**src/rtl/matrix_entry_loader.sv**
```systemverilog
`timescale 1ns/1ps
// Operand entry front-end: debounces key1, stages N*N elements of A then B from
// the switches, and publishes both matrices atomically when the last B element lands.
module matrix_entry_loader #(
  parameter int WIDTH           = 8,
  parameter int N               = 2,
  parameter int DEBOUNCE_CYCLES = 500000
) (
  input  logic                   clk,
  input  logic                   rst,
  input  logic                   key1,
  input  logic [9:0]             SW,
  output logic [N*N*WIDTH-1:0]   mat_a,
  output logic [N*N*WIDTH-1:0]   mat_b,
  output logic                   mat_valid,
  output logic [9:0]             LED
);

  localparam int NE    = N * N;
  localparam int IDX_W = (NE > 1) ? $clog2(NE) : 1;
  localparam int CNT_W = $clog2(DEBOUNCE_CYCLES);

  localparam logic [CNT_W-1:0] CNT_LAST = CNT_W'(DEBOUNCE_CYCLES - 1);
  localparam logic [IDX_W-1:0] IDX_LAST = IDX_W'(NE - 1);

  localparam logic [1:0] LOAD_A = 2'd0;
  localparam logic [1:0] LOAD_B = 2'd1;
  localparam logic [1:0] DONE   = 2'd2;

  typedef logic [NE-1:0][WIDTH-1:0] mat_t;

  logic             s1_q, s2_q;
  logic             db_q, db_d;
  logic [CNT_W-1:0] cnt_q, cnt_d;
  logic [1:0]       fill_q;
  logic             armed_q, armed_d;
  logic             press;

  logic [1:0]       state_q, state_d;
  logic [IDX_W-1:0] idx_q, idx_d;
  mat_t             stage_a_q, stage_a_d;
  mat_t             stage_b_q, stage_b_d;
  mat_t             mat_a_q, mat_a_d;
  mat_t             mat_b_q, mat_b_d;
  logic             valid_q, valid_d;
  logic             unused_sw;

  assign unused_sw = ^SW;

  always_comb begin
    db_d  = db_q;
    cnt_d = cnt_q + CNT_W'(1);
    if (s2_q == db_q) begin
      cnt_d = '0;
    end else if (cnt_q == CNT_LAST) begin
      db_d  = s2_q;
      cnt_d = '0;
    end
  end

  // A key held low across reset must be seen released before it can press:
  // arm only once the synchronizer holds real samples showing a stable high.
  assign armed_d = armed_q | (fill_q[1] & s2_q & db_q);
  assign press   = armed_q & db_q & ~db_d;

  always_ff @(posedge clk or negedge rst) begin
    if (!rst) begin
      s1_q    <= 1'b1;
      s2_q    <= 1'b1;
      db_q    <= 1'b1;
      cnt_q   <= '0;
      fill_q  <= '0;
      armed_q <= 1'b0;
    end else begin
      s1_q    <= key1;
      s2_q    <= s1_q;
      db_q    <= db_d;
      cnt_q   <= cnt_d;
      fill_q  <= {fill_q[0], 1'b1};
      armed_q <= armed_d;
    end
  end

  always_comb begin
    state_d   = state_q;
    idx_d     = idx_q;
    stage_a_d = stage_a_q;
    stage_b_d = stage_b_q;
    mat_a_d   = mat_a_q;
    mat_b_d   = mat_b_q;
    valid_d   = valid_q;
    if (press) begin
      if (SW[9]) begin
        state_d = LOAD_A;
        idx_d   = '0;
      end else begin
        case (state_q)
          LOAD_A: begin
            stage_a_d[idx_q] = SW[WIDTH-1:0];
            if (idx_q == IDX_LAST) begin
              state_d = LOAD_B;
              idx_d   = '0;
            end else begin
              idx_d = idx_q + IDX_W'(1);
            end
          end
          LOAD_B: begin
            stage_b_d[idx_q] = SW[WIDTH-1:0];
            if (idx_q == IDX_LAST) begin
              // commit takes the B element written on this very edge
              mat_a_d = stage_a_q;
              mat_b_d = stage_b_d;
              valid_d = 1'b1;
              state_d = DONE;
            end else begin
              idx_d = idx_q + IDX_W'(1);
            end
          end
          DONE: begin
            valid_d = 1'b0;
            state_d = LOAD_A;
            idx_d   = '0;
          end
          default: begin
            state_d = LOAD_A;
            idx_d   = '0;
          end
        endcase
      end
    end
  end

  always_ff @(posedge clk or negedge rst) begin
    if (!rst) begin
      state_q   <= LOAD_A;
      idx_q     <= '0;
      stage_a_q <= '0;
      stage_b_q <= '0;
      mat_a_q   <= '0;
      mat_b_q   <= '0;
      valid_q   <= 1'b0;
    end else begin
      state_q   <= state_d;
      idx_q     <= idx_d;
      stage_a_q <= stage_a_d;
      stage_b_q <= stage_b_d;
      mat_a_q   <= mat_a_d;
      mat_b_q   <= mat_b_d;
      valid_q   <= valid_d;
    end
  end

  assign mat_a     = mat_a_q;
  assign mat_b     = mat_b_q;
  assign mat_valid = valid_q;
  assign LED       = {valid_q, state_q == LOAD_B, 8'(idx_q)};

endmodule

```
**config.mk**
```make
export PLATFORM = sky130hd
export DESIGN_NAME = matrix_entry_loader
export DESIGN_NICKNAME = d
export VERILOG_FILES = /design/src/rtl/matrix_entry_loader.sv
export SDC_FILE = /design/constraint.sdc
export NUM_CORES = 1
export LEC_CHECK = 0
export BUFFER_PORTS_ARGS = -buffer_cell sky130_fd_sc_hd__buf_2
export CAP_MARGIN = 20
export CORE_ASPECT_RATIO = 0.8
export CORE_MARGIN = 2
export CORE_UTILIZATION = 45
export DETAILED_ROUTE_END_ITERATION = 16
export GPL_ROUTABILITY_DRIVEN = 0
export PLACE_DENSITY_LB_ADDON = 0.12
export SYNTH_ARGS = -nofsm -noshare
export SYNTH_HDL_FRONTEND = slang
export SYNTH_SLANG_ARGS = --single-unit
```
**constraint.sdc**
```tcl
create_clock -name clk -period 4.2 [get_ports clk]
set_input_delay 0.84 -clock clk [delete_from_list [all_inputs] [get_ports clk]]
set_output_delay 0.84 -clock clk [all_outputs]
set_load 0.02 [all_outputs]
```
==> key figures, run 1 <==
Drt
  – Via count: 3821
  – 1st-iter DRT viols: 224
  – Vias/cell: 5.25
  – First-pass DRT Iterations: 4
  – Routed len/inst: 17.6 um
  – ANT nets after route: 0
  – DRC: 0
  – Final wirelength: 12800 um

Cells and area
  – Multi-input logic area: 2520 sq um
  – Finished Layout Cells: 728
  – Most frequent cells in the layout: dfrtp_1, mux2_2, buf_2
  – Layout cells sized above 1: 0.489
  – Synthesis-to-finish area growth: 16.2%
  – Filler cell count: 1218
  – Diode count: 0
  – Most common cell after layout, fill and taps aside: dfrtp_1
  – Sequential cell area: 3760 sq um
  – Design Area, Final: 7580 sq um
  – Nets: 551

Placed design
  – Detail Placement HPWL: 8160 um
  – DP Cell Count: 698
  – Port Buffers: 80
  – Placed Area: 7000 sq um

Clocking
  – Num Clock Sinks: 150
  – Setup Buffers After CTS: 0
  – Clock Pin Slew Worst Setup and Hold Paths: 0.06 ns
  – Clk root buf: clkbuf_16
  – Clock Tree Buf Depth: 2
  – CTS H-tree lvls: 4
  – CTS tree: built
  – Cts bufs inserted: 17
  – Post-CTS Hold Buffers: 0
  – Worst-skew pair later-pin latency: 0.42 ns
  – Resized Gates After CTS: 0

Setup path
  – Crit path max fanout: 39
  – Max incr delay on CP: 0.79 ns
  – Worst-path cell chain: ha_1 -> and3_2 -> and4_1 -> and4_2 -> buf_12 -> mux2_2
  – CP Launch Type: flop
  – Slowest-stage cell, CP: and4_2
  – WP data required: 4.50 ns
  – Crit end category: flop
  – Setup CP Type: reg2reg
  – Data arrival, critical path: 3.20 ns

Power
  – Static leakage: 3.96 nW
  – PD cells: 401 nW/um^2
  – Peak supply drop: 0.305 mV

Yosys
  – Ys Warns: 0
  – Share of the synthesized area in the top cell type: 0.564
  – Area contributors post-synth: dfrtp_1, mux2_2, mux2_4
  – Post-synth EDFFs: 0
  – Avg Cell Area, Syn: 14.2 sq um
  – Async set or reset register ratio after synthesis: 1.00
  – Mapped Area: 6520 sq um
  – Post-Syn Instances: 459
  – Dominant synthesized flop cell: dfrtp_1
  – Synth Register Bits: 150
  – Cell taking the most area after synthesis: dfrtp_1
  – Seq/Total Area, Yosys: 0.576
  – Yosys cell types: 42

Floorplan
  – Core area: 14200 sq um
  – FP Rows: 39
  – Die Wd: 139 um
  – Initial Utilization: 0.459
  – Die H: 112 um
  – Die area: 15500 sq um
  – Top Ports: 88

Global routing
  – Total GRT Usage: 0.176
  – Initial antenna violation count: 0
  – Met1 usage: 0.249
  – Most Crowded Layer GR: met2
  – Vias in the first global route: 3818
  – Met3 Track Usage GR: 0.0649
  – GRT overflow: 0
  – Largest net degree at the start of global routing: 89
  – Met2 Use GR: 0.260
  – First-pass GRT wire length: 21200 um

Run status
  – Outcome: finished clean

Timing
  – Unrepaired setup endpoints after global routing: no
  – Crit share post-route: 0.690
  – Max-Slew Margin vs Limit: 0.458
  – Hold violation count in the final report: 0
  – Final setup TNS: 0 ns
  – Slew Viols, Final: 0
  – Fmax: 345 MHz
  – Clk_skew: 0.00535 ns
  – Final setup viols: 0
  – Worst slew pin tran: 0.813 ns
  – Final Critical Period: 2.90 ns

Worst hold path
  – Type of the most critical hold path: reg2reg

Job
  – Max Cap Violations: 0
## synth_stat cells (5+ instances only)
library cell	n
buf_4	8
mux2_2	120
buf_6	10
nand3_1	14
ha_1	5
nand4_1	5
nand2_1	8
nor3_1	6
or3_1	5
mux2_4	24
or4_1	5
xnor2_1	10
a21oi_1	5
and4_1	5
o21ai_0	8
inv_1	8
clkbuf_1	10
dfrtp_1	147
nor2_1	19
## worst paths after layout
kind                            from             to  slack (ns)  depth (start not counted)
max                         cnt_q[0]      mat_a[29]        1.30                          6
min                        fill_q[0]      fill_q[1]        0.35                          0
max reg2reg                 cnt_q[0]      mat_a[29]        1.30                          6
min reg2reg                fill_q[0]      fill_q[1]        0.35                          0
max in group asynchronous        rst           s1_q        2.87                          2
min in group asynchronous        rst  stage_a_q[16]        0.51                          1
## stage by stage
step                      hold WS [ns]  total power [W]  setup slack (ns)   util
after global routing             0.357          0.00316              1.11  0.534
after detailed placement         0.342          0.00156              1.30  0.493
after global placement           0.333          0.00156              1.32  0.493
final                            0.352          0.00304              1.30  0.534
after floorplan                  0.331          0.00151              2.01      -
after CTS                        0.356          0.00308              1.28  0.534
## layout make-up
cell class,instances,area share
clock buffer,20,0.0602
timing repair buffer,83,0.0599
tap,184,0.0304
multi-input combinational,273,0.333
sequential,150,0.495
clock inverter,10,0.0172
inverter,8,0.00396
## per-layer routing
metal	vias to the layer above	part of all wire
met5	-	0
met1	1972	0.49
met3	10	0.059
met2	82	0.44
li1	1757	-
met4	0	0.0087
## kinds of logic (layout without fill, tap and decap cells)
| kind of cell | after synthesis | in the layout | share of synthesized area |
|---|---|---|---|
| AO/OA/AOI/OAI | 21 | 21 | 0.0194 |
| XOR/XNOR | 13 | 13 | 0.0175 |
| adder cells (fa/ha/maj) | 5 | 5 | 0.00959 |
| buffers and inverters | 41 | 121 | 0.0401 |
| flip-flops | 150 | 150 | 0.576 |
| multiplexers | 144 | 144 | 0.262 |
| other | 2 | 7 | 0.00115 |
| AND/OR/NAND/NOR | 83 | 83 | 0.0740 |
## worst max-delay path, delay by kind of cell, from the launching register on
family	cells	cell delay, ns
buffers and inverters	1	0.30
AND/OR/NAND/NOR	3	1.46
flip-flops	1	0.38
multiplexers	1	0.36
adder cells (fa/ha/maj)	1	0.22
## registers in the layout, indices dropped and copies added (netlist names)
| signal | cells |
|---|---|
| mat_a | 32 |
| mat_b | 32 |
| stage_a_q | 32 |
| stage_b_q | 24 |
| cnt_q | 19 |
| fill_q | 2 |
| idx_q | 2 |
| state_q | 2 |
| armed_q | 1 |
| db_q | 1 |
| mat_valid | 1 |
| s1_q | 1 |
| s2_q | 1 |
## report_power, final
group / switching (W) / internal, W / leakage [nW]
Sequential: 0.00000404 / 0.00145 / 2.08
Combinational: 0.0000596 / 0.0000144 / 1.59
Clock: 0.000560 / 0.000952 / 0.287
Total: 0.000623 / 0.00242 / 3.96
No activity file was read; power rests on OpenSTA's default activity.
==> run 2, diff against run 1 <==
==> constraint.sdc (replaced) <==
create_clock -name clk -period 2.8 [get_ports clk]
set_input_delay 0.56 -clock clk [delete_from_list [all_inputs] [get_ports clk]]
set_output_delay 0.56 -clock clk [all_outputs]
set_load 0.02 [all_outputs]
==> run 2 against run 1 <==
Combinational power grew 55%. Register-to-register slack got worse by 0.94 ns. Final cell count up 1.2%. Utilization up 0.45 points. Critical endpoint is now stage_b_q[19]. Fmax is 19% higher. Routed wire length increased by 1.5%. Design area up 0.84%. Sequential power increased by 49%. Non-clock buffer count up 7. Global-route usage up 0.31 points. Total power rose by 52%. Worst setup slack got worse by 0.94 ns.
==> key figures, run 2 (synthesized netlist as in run 1, its figures left out) <==
Run status
  – Outcome: finished clean (unchanged)

Cells and area
  – Filler cell count: 1192 (was 1218)
  – Nets: 558 (was 551)
  – Most common cell after layout, fill and taps aside: dfrtp_1 (unchanged)
  – Finished Layout Cells: 737 (was 728)
  – Synthesis-to-finish area growth: 17.2% (was 16.2%)
  – Sequential cell area: 3760 sq um (unchanged)
  – Diode count: 0 (unchanged)
  – Multi-input logic area: 2520 sq um (unchanged)
  – Most frequent cells in the layout: dfrtp_1, mux2_2, buf_2 (unchanged)
  – Layout cells sized above 1: 0.492 (was 0.489)

Power
  – Net switching power: 0.000934 W (was 0.000623 W)
  – Static leakage: 4.00 nW (was 3.96 nW)
  – Peak supply drop: 0.507 mV (was 0.305 mV)
  – Sw Share: 0.202 (was 0.205)
  – PD cells: 603 nW/um^2 (was 401 nW/um^2)
  – Comb pwr share: 0.025 (was 0.024)
  – Power Total: 0.00461 W (was 0.00304 W)
  – Internal: 0.00368 W (was 0.00242 W)
  – Clock Power Share: 0.502 (was 0.497)
  – Part of the power in registers: 0.473 (was 0.479)

Global routing
  – Initial antenna violation count: 0 (unchanged)
  – GRT overflow: 0 (unchanged)
  – First-pass GRT wire length: 21500 um (was 21200 um)
  – Most Crowded Layer GR: met2 (unchanged)
  – Vias in the first global route: 3888 (was 3818)
  – Total GRT Usage: 0.179 (was 0.176)
  – Met2 Use GR: 0.270 (was 0.260)
  – Largest net degree at the start of global routing: 55 (was 89)
  – Met3 Track Usage GR: 0.0619 (was 0.0649)
  – Met1 usage: 0.247 (was 0.249)

Timing
  – Unrepaired setup endpoints after global routing: no (unchanged)
  – Final setup viols: 0 (unchanged)
  – Final setup TNS: 0 ns (unchanged)
  – Final hold slack: 0.0967 ns (was 0.352 ns)
  – Final Critical Period: 2.44 ns (was 2.90 ns)
  – Worst slew pin tran: 0.575 ns (was 0.813 ns)
  – Clk_skew: 0.00863 ns (was 0.00535 ns)
  – Fmax: 411 MHz (was 345 MHz)
  – Crit share post-route: 0.870 (was 0.690)
  – Hold violation count in the final report: 0 (unchanged)
  – Slew Viols, Final: 0 (unchanged)
  – Max-Slew Margin vs Limit: 0.616 (was 0.458)

Drt
  – ANT nets after route: 0 (unchanged)
  – Via count: 3814 (was 3821)
  – Routed len/inst: 17.6 um (about the same)
  – Final wirelength: 13000 um (was 12800 um)
  – Vias/cell: 5.18 (was 5.25)
  – First-pass DRT Iterations: 4 (unchanged)
  – DRC: 0 (unchanged)
  – 1st-iter DRT viols: 161 (was 224)

Floorplan
  – Die Wd: 139 um (unchanged)
  – Die H: 112 um (unchanged)
  – FP Rows: 39 (unchanged)
  – Core area: 14200 sq um (unchanged)
  – Die area: 15500 sq um (unchanged)
  – Top Ports: 88 (unchanged)
  – Initial Utilization: 0.459 (unchanged)

Setup path
  – Crit Reg-Reg Startpoint: cnt_q[0] (unchanged)
  – Crit path max fanout: 8 (was 39)
  – WP data required: 3.10 ns (was 4.50 ns)
  – CP startpoint: cnt_q[0] (unchanged)
  – Reg2reg path depth: 5 (was 6)
  – Reg2Reg Capture Point: stage_b_q[19] (was mat_a[29])
  – Crit end category: flop (unchanged)
  – Data arrival, critical path: 2.74 ns (was 3.20 ns)
  – Setup CP Type: reg2reg (unchanged)
  – CP Launch Type: flop (unchanged)
  – Worst reg-to-reg setup slack: 0.36 ns (was 1.30 ns)
  – Worst setup path endpoint: stage_b_q[19] (was mat_a[29])

Clocking
  – Worst-skew pair later-pin latency: 0.42 ns (about the same)
  – Num Clock Sinks: 150 (unchanged)
  – CTS tree: built (unchanged)
  – Cts bufs inserted: 17 (unchanged)
  – Clock Tree Buf Depth: 2 (unchanged)
  – Resized Gates After CTS: 0 (unchanged)
  – Post-CTS Hold Buffers: 0 (unchanged)
  – CTS H-tree lvls: 4 (unchanged)
  – Setup Buffers After CTS: 0 (unchanged)
  – Clk root buf: clkbuf_16 (unchanged)
  – Clock Pin Slew Worst Setup and Hold Paths: 0.06 ns (about the same)

Placed design
  – Detail Placement HPWL: 8470 um (was 8160 um)
  – Port Buffers: 80 (unchanged)
  – DP Cell Count: 705 (was 698)

Worst hold path
  – Type of the most critical hold path: in2async (was reg2reg)

Job
  – Max Cap Violations: 0 (unchanged)
==> run 2: changes by cell type in the layout (fill, tap and decap cells not counted) <==
cell / delta
clkinv_2: +1
clkbuf_8: -2
clkbuf_1: +3
bufinv_16: +1
clkinvlp_4: -1
buf_4: +7
==> run 2: power groups by stage <==
stage               registers (W)  clock network (W)  logic (W)
CTS                       0.00218            0.00238   0.000119
floorplan                 0.00222                  0  0.0000450
detailed placement        0.00222                  0   0.000118
global placement          0.00222                  0   0.000116
global route              0.00218            0.00248   0.000130
finish                    0.00218            0.00232   0.000115
==> run 2: critical path, stage by stage, from the launching register on <==
cell	delay [ns]
dfrtp_1	0.38
ha_1	0.21
and3_2	0.27
nand4_2	0.20
or4_1	0.86
mux2_4	0.40
==> run 2: metrics by stage <==
stage / area, sq um / worst slack [ns] / utilization
detailed placement: 7050 / 0.374 / 0.496
floorplan: 6540 / 0.684 / -
global route: 7650 / 0.260 / 0.539
global placement: 7050 / 0.388 / 0.496
CTS: 7650 / 0.352 / 0.539
finish: 7650 / 0.365 / 0.539
==> run 2: metal layers <==
| layer | part of all wire | vias up |
|---|---|---|
| met5 | 0 | - |
| met4 | 0.012 | 0 |
| met3 | 0.058 | 11 |
| met2 | 0.45 | 87 |
| met1 | 0.48 | 1939 |
| li1 | - | 1777 |
==> run 2: worst min-delay path by stage <==
stage,slack (ns),to
floorplan,0.26,armed_q
global placement,0.33,fill_q[1]
detailed placement,0.34,fill_q[1]
CTS,0.1,stage_a_q[16]
global route,0.12,stage_a_q[16]
finish,0.1,stage_a_q[16]
==> run 2: cell type report <==
class / count / area share
Timing Repair Buffer: 90 / 0.0663
Clock inverter: 11 / 0.0206
Sequential cell: 150 / 0.491
Multi-Input combinational cell: 273 / 0.330
Tap cell: 184 / 0.0301
Inverter: 8 / 0.00393
Clock buffer: 21 / 0.0576
==> run 3, diff against run 2 <==
--- a/config.mk
+++ b/config.mk
@@ -13,6 +13,7 @@
 export DETAILED_ROUTE_END_ITERATION = 16
 export GPL_ROUTABILITY_DRIVEN = 0
 export PLACE_DENSITY_LB_ADDON = 0.12
+export REMOVE_ABC_BUFFERS = 1
 export SYNTH_ARGS = -nofsm -noshare
 export SYNTH_HDL_FRONTEND = slang
 export SYNTH_SLANG_ARGS = --single-unit
==> run 3 against run 2 <==
Sequential power about the same. Highest routed layer unchanged. Register-to-register slack lost 0.03 ns. Final cell count up 0.54%.
==> key figures, run 3 (synthesized netlist as in run 1, its figures left out) <==
Setup path
  – Slowest-stage cell, CP: or4_1 (unchanged)
  – Worst Path Buf+Inv: 0 (unchanged)
  – Crit path max fanout: 8 (unchanged)
  – Data arrival, critical path: 2.77 ns (was 2.74 ns)
  – Setup CP Type: reg2reg (unchanged)
  – Worst-path cell chain: ha_1 -> and3_2 -> nand4_2 -> or4_1 -> mux2_4 (unchanged)
  – WP data required: 3.10 ns (about the same)
  – Crit end category: flop (unchanged)
  – CP startpoint: cnt_q[0] (unchanged)
  – Max incr delay on CP: 0.87 ns (was 0.86 ns)
  – Crit Reg-Reg Startpoint: cnt_q[0] (unchanged)
  – Top delay family on crit path: simple AND/OR/NAND/NOR gates (unchanged)
  – CP Launch Type: flop (unchanged)

Drt
  – Via count: 3829 (was 3814)
  – First-pass DRT Iterations: 4 (unchanged)
  – Routed len/inst: 17.0 um (was 17.6 um)
  – Vias/cell: 5.17 (was 5.18)
  – DRC: 0 (unchanged)
  – 1st-iter DRT viols: 272 (was 161)
  – Final wirelength: 12600 um (was 13000 um)
  – ANT nets after route: 0 (unchanged)

Placed design
  – Detail Placement HPWL: 8390 um (was 8470 um)
  – Placed Area: 7090 sq um (was 7050 sq um)
  – Port Buffers: 80 (unchanged)

Floorplan
  – Die area: 15500 sq um (unchanged)
  – FP Rows: 39 (unchanged)
  – Core area: 14200 sq um (unchanged)
  – Die Wd: 139 um (unchanged)
  – Initial Utilization: 0.459 (unchanged)
  – Top Ports: 88 (unchanged)
  – Die H: 112 um (unchanged)

Cells and area
  – Synthesis-to-finish area growth: 18.0% (was 17.2%)
  – Most common cell after layout, fill and taps aside: dfrtp_1 (unchanged)
  – Design Area, Final: 7700 sq um (was 7650 sq um)
  – Most frequent cells in the layout: dfrtp_1, mux2_2, buf_2 (unchanged)
  – Nets: 562 (was 558)
  – Layout cells sized above 1: 0.501 (was 0.492)
  – Diode count: 0 (unchanged)

Clocking
  – Num Clock Sinks: 150 (unchanged)
  – Cts bufs inserted: 17 (unchanged)
  – Resized Gates After CTS: 0 (unchanged)
  – Clk root buf: clkbuf_16 (unchanged)
  – CTS H-tree lvls: 4 (unchanged)
  – Clock Tree Buf Depth: 2 (unchanged)
  – Worst-skew pair later-pin latency: 0.42 ns (about the same)
  – CTS tree: built (unchanged)
  – Clock Pin Slew Worst Setup and Hold Paths: 0.06 ns (about the same)
  – Post-CTS Hold Buffers: 0 (unchanged)
  – Setup Buffers After CTS: 0 (unchanged)

Global routing
  – Largest net degree at the start of global routing: 67 (was 55)
  – GRT overflow: 0 (unchanged)
  – Initial antenna violation count: 0 (unchanged)
  – First-pass GRT wire length: 20900 um (was 21500 um)
  – Vias in the first global route: 3971 (was 3888)
  – Total GRT Usage: 0.173 (was 0.179)

Timing
  – Clk_skew: 0.00617 ns (was 0.00863 ns)
  – Crit share post-route: 0.882 (was 0.870)
  – Final hold slack: 0.135 ns (was 0.0967 ns)
  – Max-Slew Margin vs Limit: 0.593 (was 0.616)
  – Final setup viols: 0 (unchanged)
  – Final setup TNS: 0 ns (unchanged)
  – Worst slew pin tran: 0.611 ns (was 0.575 ns)
  – Final Critical Period: 2.47 ns (was 2.44 ns)
  – Slew Viols, Final: 0 (unchanged)
  – Fmax: 405 MHz (was 411 MHz)
  – Unrepaired setup endpoints after global routing: no (unchanged)
  – Hold violation count in the final report: 0 (unchanged)

Power
  – Static leakage: 4.01 nW (was 4.00 nW)
  – PD cells: 599 nW/um^2 (was 603 nW/um^2)
  – Peak supply drop: 0.430 mV (was 0.507 mV)

Run status
  – Outcome: finished clean (unchanged)

Worst hold path
  – Type of the most critical hold path: in2async (unchanged)

Job
  – Max Cap Violations: 0 (unchanged)
-- run 3: metal layers --
metal | routed length, um | track usage
met2 | 5620 | 0.261
met3 | 673 | 0.0529
met1 | 6120 | 0.241
met5 | 0 | 0
met4 | 172 | 0.0606
-- run 3: final cells by class --
class / count / area (sq um)
inverters: 8 / 30.0
clock inverters: 12 / 151
multi-input cells: 273 / 2530
well taps: 184 / 230
clock buffers: 20 / 457
repair buffers: 94 / 549
flip-flops and latches: 150 / 3760
fillers: 1221 / 6500
-- run 3: through the flow --
stage               total power, W   util  setup slack, ns  std cells
global route               0.00478  0.542            0.257        741
global placement           0.00233  0.500            0.434        709
finish                     0.00462  0.542            0.331        741
floorplan                  0.00225      -           -0.486        431
CTS                        0.00467  0.542            0.336        741
detailed placement         0.00233  0.500            0.353        709
-- run 3: path summary, 6_finish.rpt --
kind	slack (ns)	cells past startpoint	endpoint
max	0.33	5	stage_b_q[1]
max reg2reg	0.33	5	stage_b_q[1]
min in group clk	0.25	1	s1_q
max in group asynchronous	1.96	2	mat_a[16]
min reg2reg	0.34	0	fill_q[1]
min	0.14	1	fill_q[0]
-- run 3: power by group --
group / total (W) / internal (W) / switching, W
registers: 0.00218 / 0.00218 / 0.00000585
clock network: 0.00232 / 0.00144 / 0.000880
logic: 0.000109 / 0.0000235 / 0.0000851
